`src/rtl/ahb_slave_interface.sv`:
```
// ahb_slave_interface
//
// Upstream stage of the AHB-to-APB bridge, between the AHB master and the
// APB FSM controller.
//  - Qualifies AHB transfers into a single-cycle `valid` (zero latency).
//  - Decodes the target APB peripheral into one-hot `tempselx`.
//  - Pipelines address, write data and direction two deep so the
//    controller can run back-to-back writes.
//  - Generates the two-cycle AHB ERROR response for unmapped addresses.
//  - Passes `Prdata` straight through as `Hrdata`.
//
// Parameters:
//   BASE_ADDR   start of the APB window
//   REGION_LOG2 log2 of the byte size of each of the 3 peripheral regions
//
// Ports:
//   Hclk, Hreset          clock, asynchronous active-high reset
//   Hwrite, Hreadyin      AHB direction, AHB bus ready
//   Htrans[1:0]           AHB transfer type (IDLE/BUSY/NONSEQ/SEQ)
//   Haddr, Hwdata, Prdata AHB address, AHB write data, APB read data
//   valid                 qualified transfer to the mapped window
//   Haddr1/2, Hwdata1/2   address/data delayed 1/2 accepted cycles
//   Hwritereg             Hwrite delayed 1 accepted cycle
//   tempselx[2:0]         one-hot peripheral select
//   Hrdata                read data to AHB
//   Hresp[1:0]            AHB response (00 OKAY, 01 ERROR)
//   Hready_err            0 during the first ERROR cycle, else 1
//
// Optional feature, enabled by defining AHB_XFER_CNT_EN:
//   cnt_clr               synchronous clear of the transfer counter
//   xfer_count[15:0]      count of cycles with valid = 1 (wrapping)

module ahb_slave_interface #(
    parameter logic [31:0] BASE_ADDR   = 32'h8000_0000,
    parameter int          REGION_LOG2 = 26
) (
    input  logic        Hclk,
    input  logic        Hreset,
    input  logic        Hwrite,
    input  logic        Hreadyin,
    input  logic [1:0]  Htrans,
    input  logic [31:0] Haddr,
    input  logic [31:0] Hwdata,
    input  logic [31:0] Prdata,
`ifdef AHB_XFER_CNT_EN
    input  logic        cnt_clr,
    output logic [15:0] xfer_count,
`endif
    output logic        valid,
    output logic [31:0] Haddr1,
    output logic [31:0] Haddr2,
    output logic [31:0] Hwdata1,
    output logic [31:0] Hwdata2,
    output logic        Hwritereg,
    output logic [2:0]  tempselx,
    output logic [31:0] Hrdata,
    output logic [1:0]  Hresp,
    output logic        Hready_err
);

    typedef enum logic [1:0] {
        ERR_IDLE = 2'b00,
        ERR1     = 2'b01,
        ERR2     = 2'b10
    } err_state_t;

    localparam logic [1:0] TRANS_NONSEQ = 2'b10;
    localparam logic [1:0] TRANS_SEQ    = 2'b11;

    // Region bounds carried at 33 bits so a large REGION_LOG2 cannot overflow.
    localparam logic [32:0] REGION_END1 = 33'd1 << REGION_LOG2;
    localparam logic [32:0] REGION_END2 = REGION_END1 << 1;
    localparam logic [32:0] REGION_END3 = REGION_END2 + REGION_END1;

    err_state_t  state, state_nxt;
    logic [32:0] off;
    logic        mapped;
    logic        act;

    // ---------------- region decode ----------------
    // The offset is only trusted when Haddr >= BASE_ADDR; below the window
    // the subtraction wraps and must not be mistaken for a small offset.
    always_comb begin
        // NOTE: every signal driven here gets a default first, so no path
        // leaves it unassigned and no latch is inferred.
        off      = {1'b0, Haddr - BASE_ADDR};
        mapped   = (Haddr >= BASE_ADDR) && (off < REGION_END3);
        tempselx = 3'b000;
        if (mapped) begin
            if (off < REGION_END1)      tempselx = 3'b001;
            else if (off < REGION_END2) tempselx = 3'b010;
            else                        tempselx = 3'b100;
        end
    end

    assign act    = Hreadyin && ((Htrans == TRANS_NONSEQ) || (Htrans == TRANS_SEQ));
    assign valid  = act && mapped;
    assign Hrdata = Prdata;

    // ---------------- address/data pipeline ----------------
    // Holds while Hreadyin is low so a wait-stated transfer stays stable.
    always_ff @(posedge Hclk or posedge Hreset) begin
        // NOTE: state registers use non-blocking assignments so every
        // register samples the pre-edge value of its source (Haddr2 takes
        // the old Haddr1, not the one written in the same edge).
        if (Hreset) begin
            Haddr1    <= '0;
            Haddr2    <= '0;
            Hwdata1   <= '0;
            Hwdata2   <= '0;
            Hwritereg <= 1'b0;
        end else if (Hreadyin) begin
            Haddr1    <= Haddr;
            Haddr2    <= Haddr1;
            Hwdata1   <= Hwdata;
            Hwdata2   <= Hwdata1;
            Hwritereg <= Hwrite;
        end
    end

    // ---------------- error response FSM ----------------
    always_ff @(posedge Hclk or posedge Hreset) begin
        if (Hreset) state <= ERR_IDLE;
        else        state <= state_nxt;
    end

    // A bad address seen during ERR1 is not re-armed: the master cannot
    // issue a new address phase while Hready_err holds the bus low.
    always_comb begin
        state_nxt  = state;
        Hresp      = 2'b00;
        Hready_err = 1'b1;
        case (state)
            ERR_IDLE: begin
                if (act && !mapped) state_nxt = ERR1;
            end
            ERR1: begin
                Hresp      = 2'b01;
                Hready_err = 1'b0;
                state_nxt  = ERR2;
            end
            ERR2: begin
                Hresp     = 2'b01;
                state_nxt = (act && !mapped) ? ERR1 : ERR_IDLE;
            end
            default: state_nxt = ERR_IDLE;
        endcase
    end

`ifdef AHB_XFER_CNT_EN
    // ---------------- optional transfer counter ----------------
    always_ff @(posedge Hclk or posedge Hreset) begin
        if (Hreset)       xfer_count <= '0;
        else if (cnt_clr) xfer_count <= '0;
        else if (valid)   xfer_count <= xfer_count + 16'd1;
    end
`endif

endmodule

```
`config.mk`:
```
export PLATFORM = sky130hd
export DESIGN_NAME = ahb_slave_interface
export DESIGN_NICKNAME = d
export VERILOG_FILES = /design/src/rtl/ahb_slave_interface.sv
export SDC_FILE = /design/constraint.sdc
export NUM_CORES = 1
export LEC_CHECK = 0
export BUFFER_PORTS_ARGS = -buffer_cell sky130_fd_sc_hd__buf_2
export CORE_UTILIZATION = 25
export CTS_BUF_LIST = sky130_fd_sc_hd__clkbuf_2 sky130_fd_sc_hd__clkbuf_4 sky130_fd_sc_hd__clkbuf_8
export DETAILED_ROUTE_END_ITERATION = 10
export GPL_TIMING_DRIVEN = 1
export PLACE_DENSITY_LB_ADDON = 0.25
export SLEW_MARGIN = 20
export SYNTH_ARGS = -nofsm -noshare
export SYNTH_HDL_FRONTEND = slang
export SYNTH_SLANG_ARGS = --single-unit
```
`constraint.sdc`:
```
create_clock -name Hclk -period 4.81 [get_ports Hclk]
set_input_delay 0.2405 -clock Hclk [delete_from_list [all_inputs] [get_ports Hclk]]
set_output_delay 0.2405 -clock Hclk [all_outputs]
set_load 0.01 [all_outputs]
```
# == Word level (Yosys, flattened, before mapping) ==
# Cells that the tools add are included.
# totals
inputBits,102
out_inout_bits,168
word_cells,32
reg_bits,131
# classes
n_mux,8
add_sub_neg,1
eq_ne,5
reduce_logical,8
magnitude_cmp,4
# op_table
op,n
"less-than comparator 32 x 28 -> 1 bit, second input constant",2
">= comparator 32 bit, second input constant",1
"less-than comparator 32 x 27 -> 1 bit, second input constant",1
"subtractor 32 bit, second input constant",1
two-way mux 3 bit,3
"equality test 2 bit, second input constant",3
case mux 2 bit (3 select lines),1
logical AND 1 bit,4
two-way mux 1 bit,3
"equality test 2 x 1 -> 1 bit, second input constant",1
zero test 2 bit,1
two-way mux 2 bit,1
"!= test 2 bit, second input constant",1
OR reduction 2 bit,1
zero test 1 bit,1
logical OR 1 bit,1

# == Longest topological paths before layout ==
# Gate-level depths: netlist of run 1.
# depth
word_depth,7
depth_mapped,6

# == Worst setup path after synthesis of run 1 ==
# Ideal clock, no wire load.
# synth_path
path_type,input-to-output
startpoint,in Haddr[28]
endpoint,out tempselx[0]
stages,2
slack_ps,3525
arrival_ps,1045
cell_sequence,or4b_4 > nor3_1
# synth_via
elab_chain_cells,4
# synth_lines
element,line,text
start: declaration,42,"input logic [31:0] Haddr,"
subtractor 32 bit,86,"off = {1'b0, Haddr - BASE_ADDR};"
less-than comparator 32 x 27 -> 1 bit or less-than comparator 32 x 28 -> 1 bit (tied branches),"90, 87",
two-way mux 3 bit or logical AND 1 bit (tied branches),"90, 87",
two-way mux 3 bit *,89,if (mapped) begin
end: declaration,55,"output logic [2:0] tempselx,"
# Mark *: on every way between the ends. The rest lies on a longest branch, timed or not.

==> results of run 1 <==
==> registers in the layout, indices dropped and copies added, names as in the netlist <==
signal,count
Haddr1,32
Haddr2,32
Hwdata1,32
Hwdata2,32
Hwritereg,1
state,2
==> what timing repair did <==
item                       CTS  global route
setup endpoints to repair    0             0
hold endpoints to repair    79             8
hold buffers                 3             8
==> metrics by stage <==
step	hold WS (ps)	instance area, um^2
6_report	43.1	6830
5_1_grt	0.110	6830
4_1_cts	0.0893	6750
3_5_place_dp	420	6350
3_3_place_gp	395	6350
2_1_floorplan	375	5340
==> how the worst max path moves through the flow <==
| stage | slack [ps] | cells past startpoint | endpoint | startpoint |
|---|---|---|---|---|
| 2_1_floorplan | 1070 | 1 | Haddr1[0] | Hreset |
| 3_3_place_gp | 3000 | 3 | Hwdata1[16] | Hreadyin |
| 3_5_place_dp | 2940 | 3 | Hwdata1[31] | Hreadyin |
| 4_1_cts | 3070 | 4 | Hwdata2[13] | Hreset |
| 5_1_grt | 2900 | 4 | Hwdata1[11] | Hreset |
| 6_report | 3110 | 4 | Hwdata1[11] | Hreset |
==> cells in the mapped netlist, drive strengths merged <==
master	n	area, um^2
a31oi	1	6.26
and3	1	6.26
mux2i	1	10.0
a21o	1	7.51
nor2b	1	6.26
dfrtp	131	3280
or4b	1	13.8
nor3b	1	12.5
nor2	1	3.75
ha	5	62.6
inv	4	15.0
nand3	2	10.0
a21oi	1	5.00
nor3	1	5.00
conb	1	3.75
nor4b	1	23.8
nand4	1	6.26
nand2	4	15.0
o21bai	1	7.51
mux2	129	1450
buf	48	385
==> power groups by stage <==
| stage | Sequential [mW] | Combinational, mW | Clock (mW) |
|---|---|---|---|
| final | 1.33 | 0.499 | 0.892 |
| after CTS | 1.33 | 0.506 | 0.939 |
| after global placement | 1.34 | 0.495 | 0 |
| after detailed placement | 1.35 | 0.503 | 0 |
| after floorplan | 1.41 | 0.245 | 0 |
| after global routing | 1.35 | 0.547 | 0.991 |
==> cell families (layout without fill, tap and decap cells) <==
group | count (synthesis) | after routing
muxes | 130 | 130
other | 1 | 1
DFF | 131 | 131
adders and majority gates | 5 | 5
buffers and inverters | 52 | 251
AOI/OAI and AO/OA | 4 | 4
and+or+nand+nor | 14 | 14
==> final cells by class <==
cell class                 instances  area [um^2]  share of cell area [%]
sequential                       131         3280                    48.0
clock inverter                    14          141                    2.07
timing repair buffer             216         1160                    16.9
clock buffer                      17          234                    3.42
inverter                           4         20.0                   0.293
tap                              275          344                    5.04
multi-input combinational        154         1660                    24.3
==> routing by layer <==
layer	wire (um)	vias to the layer above	part of all wire, %	track usage [%]
met2	5200	149	47	15.5
met1	4620	1598	42	12.4
li1	-	1520	-	-
met3	984	32	8.8	4.69
met5	0	-	0	0
met4	316	0	2.8	4.85
==> worst max-delay path: stages <==
cell           delay (ps)
dlygate4sd3_1         530
buf_2                 140
inv_6                 470
buf_4                 660
==> out/metrics.csv, run 1 <==
stage,metric,value,unit
power_and_ir_drop,seq_power_share,48.8,%
critical_path,ff2ff_setup_slack,3560,ps
critical_path,start_kind,input pin,
critical_path,path_class,input pin to async pin,
drt,drt_pass1_iterations,4,
synth,synthMuxAreaShare,27.4,%
die,io_pins,270,
power_and_ir_drop,switching_share,28.3,%
clocking,clk_pin_slew,80,ps
synth,yosysSeqAreaShare,61.4,%
synth,synth_area,5340,um^2
critical_path,critPathCaptureType,async pin,
place,dp_cells,769,
critical_path,reg2reg_depth,5,
power_and_ir_drop,switching_power,770,uW
power_and_ir_drop,p_comb_share,18.4,%
timing,skew,9.82,ps
timing,period_share,35.4,%
timing,layout_min_cycle_time,1700,ps
timing,fmax,588,MHz
drt,dr_total_vias,3299,
clocking,clock_latency,420,ps
power_and_ir_drop,vdd_drop_max,0.135,mV
global_routing,grt_max_degree,79,
timing,setup_violations,0,
place,detailedPlace.worstSlack,2940,ps
synth,synthAdderAreaFrac,1.17,%
drt,ant_nets,0,
final_layout,final_nets,631,
final_layout,antenna_cells,0,
place,dpl.hpwl,7740,um
worst_hold_path,min_to,Haddr1[0],
die,dieArea,21900,um^2
final_layout,area_growth_syn_to_layout,28.0,%
synth,avgSynthCellArea,15.8,um^2
synth,synth_seq_cells,131,
timing,rsz0062_at_grt,no,
synth,synth_top_family_by_area,multiplexers,
critical_path,r2r_end,state[1],
power_and_ir_drop,power.total,2.72,mW
critical_path,crit_fanout,78,
clocking,cts_num_sinks,131,
final_layout,final_cell_mix,"buf_2, dfrtp_1, mux2_2, mux2_1, clkbuf_8",
timing,relSlewSlack,50.5,%
timing,fin_setup_tns,0,ps
drt,avgRoutedWirePerCell,13.7,um
critical_path,arrival,2180,ps
clocking,post-cts-setup-buffers,0,
global_routing,overflow,0,
power_and_ir_drop,p_int,1.95,mW
worst_hold_path,worstHoldStart,Haddr[0],
synth,syn-num-nets,444,
synth,synthSimpleGateAreaFrac,1.92,%
place,portBuffers,203,
power_and_ir_drop,power.density,398,nW/um^2
timing,report.final.hold_viol_count,0,
worst_hold_path,hold_path.class,input pin to flop,
clocking,cts_tree,done,
die,start_util,25.5,%
run_status,status,completed,
clocking,htreeDepth,4,
final_layout,nFillCells,2145,
global_routing,antenna_found_initial,0,
final_layout,final_cells,811,
flow_run,max_cap_viol_count,0,
clocking,cts_buffers,17,
global_routing,grt_pass1_wl,17500,um
synth,yosys_warnings,0,
synth,synthDistinctLibCells,24,
critical_path,r2r_start,state[1],
final_layout,finish.utilization,32.6,%
global_routing,first_global_vias,3340,
die,fp.coreArea,21000,um^2
timing,layout_setup_ws,3110,ps
synth,synth_compound_area_share,0.492,%
die,die_w,148,um
synth,synth_xor_area_share,0,%
timing,worst_pin_slew,743,ps
critical_path,critical_path_required,5290,ps
clocking,cts_max_path_buffers,2,
drt,drt-initial-drc-count,91,
synth,synthCells,337,
global_routing,grt_use_total,10.3,%
die,die_h,148,um
power_and_ir_drop,leakage,3.20,nW
drt,via_per_inst,4.07,
power_and_ir_drop,clkPwrFrac,32.8,%
final_layout,final_common_cell,buf_2,
timing,maxSlewViolCount,0,
final_layout,layout-drive-gt1-share,65.1,%
worst_hold_path,whs_path_depth,2,
die,rows,53,
drt,drc,0,
place,gp_congestion,0.671,
clocking,cts_resized,0,
clocking,cts_root_buf,clkbuf_8,
drt,routed_wirelength,11100,um
No activity file was read; power rests on OpenSTA's default activity.
==> inputs of run 2 (changes only) <==
clock period = 1.49 ns   (was 4.81 ns; I/O delays follow)
==> run 2 against run 1 <==
Via count grew 7.2%; die area is the same; non-clock buffer count grew 62; core utilization grew 3.1 points; sequential share of layout area shrank 4.2 points.
==> out/metrics.csv, run 2 (same netlist as run 1, synthesis figures left out) <==
stage,metric,value,unit,change
drt,ant_nets,0,,unchanged
clocking,cts_tree,done,,
clocking,clk_pin_slew,80,ps,about the same
timing,report.final.hold_viol_count,0,,unchanged
critical_path,crit_fanout,3,,-96%
global_routing,gr-max-usage-layer,met2,,
die,rows,53,,unchanged
global_routing,grt_util_met2,17.0,%,+1.5 points
clocking,cts_buffers,17,,unchanged
timing,layout_min_cycle_time,1370,ps,
drt,drt_pass1_iterations,4,,unchanged
critical_path,critical_path_required,1420,ps,-3870 ps
power_and_ir_drop,vdd_drop_max,0.432,mV,+220%
global_routing,grt_util_met1,12.7,%,+0.30 points
drt,routed_wirelength,11700,um,+5.1%
drt,drt-initial-drc-count,71,,-22%
global_routing,grtUsageMet3,3.80,%,-0.89 points
final_layout,nFillCells,2078,,-3.1%
drt,drc,0,,unchanged
global_routing,antenna_found_initial,0,,unchanged
timing,maxSlewViolCount,0,,unchanged
clocking,cts_max_path_buffers,2,,unchanged
clocking,cts_root_buf,clkbuf_8,,
final_layout,antenna_cells,0,,unchanged
timing,period_share,92.2,%,
timing,fmax,728,MHz,
clocking,clock_latency,420,ps,about the same
place,gp_congestion,0.684,,+2.0%
die,io_pins,270,,unchanged
critical_path,start_kind,flop,,
final_layout,area_growth_syn_to_layout,40.2,%,
die,die_w,148,um,unchanged
timing,fin_setup_tns,0,ps,unchanged
drt,dr_total_vias,3538,,+7.2%
place,placed_area,6400,um^2,+0.93%
drt,via_per_inst,4.05,,-0.37%
final_layout,stdcell_area,7480,um^2,+9.5%
global_routing,grt_max_degree,69,,-13%
timing,skew,6.17,ps,-3.65 ps
critical_path,path_class,flop to output port,,
global_routing,grt_use_total,10.6,%,+0.38 points
timing,setup_violations,0,,unchanged
die,start_util,25.5,%,unchanged
final_layout,layout-drive-gt1-share,59.4,%,-5.7 points
critical_path,arrival,1300,ps,-880 ps
flow_run,max_cap_viol_count,0,,unchanged
clocking,cts_resized,0,,unchanged
critical_path,critPathCaptureType,output port,,
global_routing,grt_pass1_wl,18400,um,+5.1%
drt,avgRoutedWirePerCell,13.4,um,-2.3%
global_routing,first_global_vias,3663,,+9.7%
global_routing,overflow,0,,unchanged
power_and_ir_drop,leakage,3.49,nW,+8.9%
place,portBuffers,203,,unchanged
final_layout,final_nets,693,,+9.8%
die,die_h,148,um,unchanged
clocking,htreeDepth,4,,unchanged
clocking,cts_num_sinks,131,,unchanged
die,fp.coreArea,21000,um^2,unchanged
worst_hold_path,hold_path.class,input pin to flop,,
power_and_ir_drop,power.density,1200,nW/um^2,+200%
place,dpl.hpwl,7820,um,+0.96%
run_status,status,completed,,
timing,whs,66.2,ps,+23.1 ps
final_layout,final_common_cell,buf_2,,
die,dieArea,21900,um^2,unchanged
timing,rsz0062_at_grt,no,,
final_layout,final_cell_mix,"buf_2, dfrtp_1, mux2_2, dlygate4sd3_1, clkbuf_8",,
[run 2: cell types whose count changed in the layout (fill, tap and decap cells not counted), moves of 2 or more]
cell / delta
buf_12: +3
buf_4: +3
clkbuf_4: +2
clkbuf_8: +4
clkinv_2: -2
dlygate4sd3_1: +56
[run 2: timing repair]
| item | 4_1_cts | 5_1_grt |
|---|---|---|
| hold buffers | 67 | 0 |
| setup endpoints to repair | 1 | 0 |
| endpoints found under the hold margin | 197 | 0 |
| setup buffers | 3 | 0 |
[run 2: power by group]
part	internal, mW	switching (mW)
combinational	0.967	0.861
sequential	4.01	0.251
clock	1.52	1.38
total	6.50	2.49
[run 2: metal layers]
metal | up-vias | part of all wire, %
met4 | 0 | 2.0
met1 | 1739 | 43
met2 | 145 | 47
met3 | 25 | 7.4
li1 | 1629 | -
met5 | - | 0
[run 2: critical path: stages (launching register included)]
cell,delay [ps]
dfrtp_1,390
inv_1,110
ha_1,230
buf_2,140
[run 2: per-stage QoR]
step,setup WS (ps),util (%),cells,total power [mW]
final,116,35.7,873,8.99
after global routing,16.6,35.7,873,9.53
after CTS,60.3,35.7,873,9.19
after detailed placement,268,30.6,772,6.01
after global placement,338,30.6,772,5.94
after floorplan,-208,-,337,5.33
[run 2: area by class of cell]
type,instances,area [um^2],area share (%)
multi-input combinational,154,1660,22.2
tap,275,344,4.60
clock inverter,8,77.6,1.04
inverter,4,18.8,0.251
clock buffer,23,304,4.06
sequential,131,3280,43.8
timing repair buffer,278,1800,24.1
[run 2: path summary, 6_finish.rpt]
kind	start	to	slack, ps	cells after the start
max	state[1]	Hresp[0]	120	3
min	Haddr[28]	state[1]	70	4
max reg2reg	state[0]	state[1]	120	6
min reg2reg	Hwdata2[8]	Hwdata2[8]	480	1
max in group asynchronous	Hreset	Haddr1[23]	830	4
min in group asynchronous	Hreset	Haddr2[31]	320	4
==> inputs of run 3 (changes only) <==
GPL_ROUTABILITY_DRIVEN = 0   (was unset)
REMOVE_ABC_BUFFERS = 1   (was unset)
==> run 3 against run 2 <==
Register-to-register slack better by 110 ps; cell area is 1.3% higher; combinational power is essentially flat; clock skew is 0.90 ps higher; clock-buffer cell count shrank 4; critical endpoint unchanged; highest routed layer is now met5.
==> out/metrics.csv, run 3 (same netlist as run 1, synthesis figures left out) <==
stage,metric,value,unit,change
run_status,status,completed,,
clocking,htreeDepth,4,,unchanged
final_layout,antenna_cells,0,,unchanged
timing,fmax,707,MHz,-2.8%
final_layout,final_cells,878,,+0.57%
final_layout,final_nets,697,,+0.58%
critical_path,cpPeakStageDelay,410,ps,+20 ps
clocking,cts_num_sinks,131,,unchanged
global_routing,grt_max_degree,72,,+4.3%
drt,via_per_inst,4.14,,+2.1%
flow_run,max_cap_viol_count,0,,unchanged
timing,period_share,94.9,%,+2.7 points
timing,layout_min_cycle_time,1410,ps,+40.0 ps
worst_hold_path,hold_path.class,input pin to flop,,
clocking,cts_tree,done,,
critical_path,critPathCaptureType,output port,,
clocking,cts_resized,0,,unchanged
place,dp_cells,774,,+0.26%
critical_path,arrival,1340,ps,+40 ps
drt,routed_wirelength,12600,um,+7.9%
die,rows,53,,unchanged
critical_path,critical_path_required,1420,ps,about the same
global_routing,grt_pass1_wl,19800,um,+7.3%
die,start_util,25.5,%,unchanged
timing,setup_violations,0,,unchanged
power_and_ir_drop,power.total,9.39,mW,+4.4%
critical_path,start_kind,flop,,
power_and_ir_drop,power.density,1240,nW/um^2,+3.1%
drt,avgRoutedWirePerCell,14.4,um,+7.3%
drt,drc,0,,unchanged
drt,dr_total_vias,3633,,+2.7%
drt,drt-initial-drc-count,76,,+7.0%
die,die_h,148,um,unchanged
critical_path,path_class,flop to output port,,
place,dpl.hpwl,8770,um,+12%
clocking,cts_max_path_buffers,2,,unchanged
critical_path,crit_fanout,4,,+1
clocking,cts_buffers,17,,unchanged
die,fp.coreArea,21000,um^2,unchanged
timing,report.final.hold_viol_count,0,,unchanged
clocking,cts_root_buf,clkbuf_8,,
global_routing,antenna_found_initial,0,,unchanged
drt,ant_nets,0,,unchanged
final_layout,layout-drive-gt1-share,59.7,%,+0.34 points
final_layout,final_cell_mix,"buf_2, dfrtp_1, mux2_2, dlygate4sd3_1, mux2_1",,
global_routing,grt_use_total,11.7,%,+1.1 points
global_routing,first_global_vias,3765,,+2.8%
power_and_ir_drop,vdd_drop_max,0.503,mV,+16%
die,die_w,148,um,unchanged
clocking,clk_pin_slew,70,ps,about the same
critical_path,crit_family,flip-flops,,
power_and_ir_drop,leakage,3.54,nW,+1.5%
die,dieArea,21900,um^2,unchanged
clocking,clock_latency,420,ps,about the same
critical_path,slowest_stage,dfrtp_1,,
critical_path,ff2ff_setup_slack,230,ps,+110 ps
timing,maxSlewViolCount,0,,unchanged
global_routing,overflow,0,,unchanged
die,io_pins,270,,unchanged
drt,drt_pass1_iterations,4,,unchanged
place,portBuffers,203,,unchanged
final_layout,final_common_cell,buf_2,,
timing,skew,7.07,ps,+0.900 ps
critical_path,crit_buf_inv,2,,unchanged
final_layout,area_growth_syn_to_layout,42.0,%,
critical_path,path_cells,"inv_1, ha_1, buf_2",,
[run 3: per-layer routing]
layer  global-route usage, %  wire (um)  vias to the layer above
li1                        -          -                     1644
met1                    14.6       5510                     1798
met2                    16.5       5460                      178
met3                    7.02       1460                       11
met4                    3.51        123                        2
met5                    3.86         65                        -
[run 3: worst paths after layout]
| check | cells after the start | startpoint | endpoint |
|---|---|---|---|
| max | 3 | state[1] | Hresp[0] |
| min | 4 | Haddr[28] | state[1] |
| max reg2reg | 5 | state[0] | state[1] |
| min reg2reg | 1 | Hwdata2[9] | Hwdata2[9] |
| max in group asynchronous | 4 | Hreset | Hwdata1[10] |
| min in group asynchronous | 3 | Hreset | Hwdata1[6] |
[run 3: worst reg2reg max path, delay by kind of cell, from the launching register on]
kind	cells	cell delay, ps
flip-flops	1	410
AND/OR/NAND/NOR	2	230
adder cells (fa/ha/maj)	1	200
AO/OA/AOI/OAI	1	170
buffers and inverters	1	140
[run 3: where the power goes]
group / total [mW] / switching [mW] / internal [mW]
Sequential: 4.27 / 0.262 / 4.01
Combinational: 1.83 / 0.843 / 0.991
Clock: 3.28 / 1.42 / 1.86
Total: 9.39 / 2.53 / 6.86
[run 3: layout make-up]
type                       instances  area [um^2]
fill                            2067        13400
sequential                       131         3280
timing repair buffer             282         1840
multi-input combinational        154         1660
tap                              275          344
clock buffer                      19          249
clock inverter                    13          185
inverter                           4         20.0
[run 3: metrics by stage]
stage          setup WS [ps]  utilization (%)  instance area, um^2  hold WS [ps]  setup TNS [ps]
2_1_floorplan          -2080                -                 4950           149         -272770
3_3_place_gp             333             30.7                 6430          91.2               0
3_5_place_dp             254             30.7                 6430           102               0
4_1_cts                 7.24             36.0                 7550          17.9               0
5_1_grt               -0.237             36.2                 7580          36.3          -0.237
6_report                76.0             36.2                 7580          76.1               0
[run 3: repair_timing]
item / CTS / global route
setup buffers: 2 / 3
hold buffers: 67 / 0
setup endpoints to repair: 1 / 2
hold endpoints to repair: 179 / 0
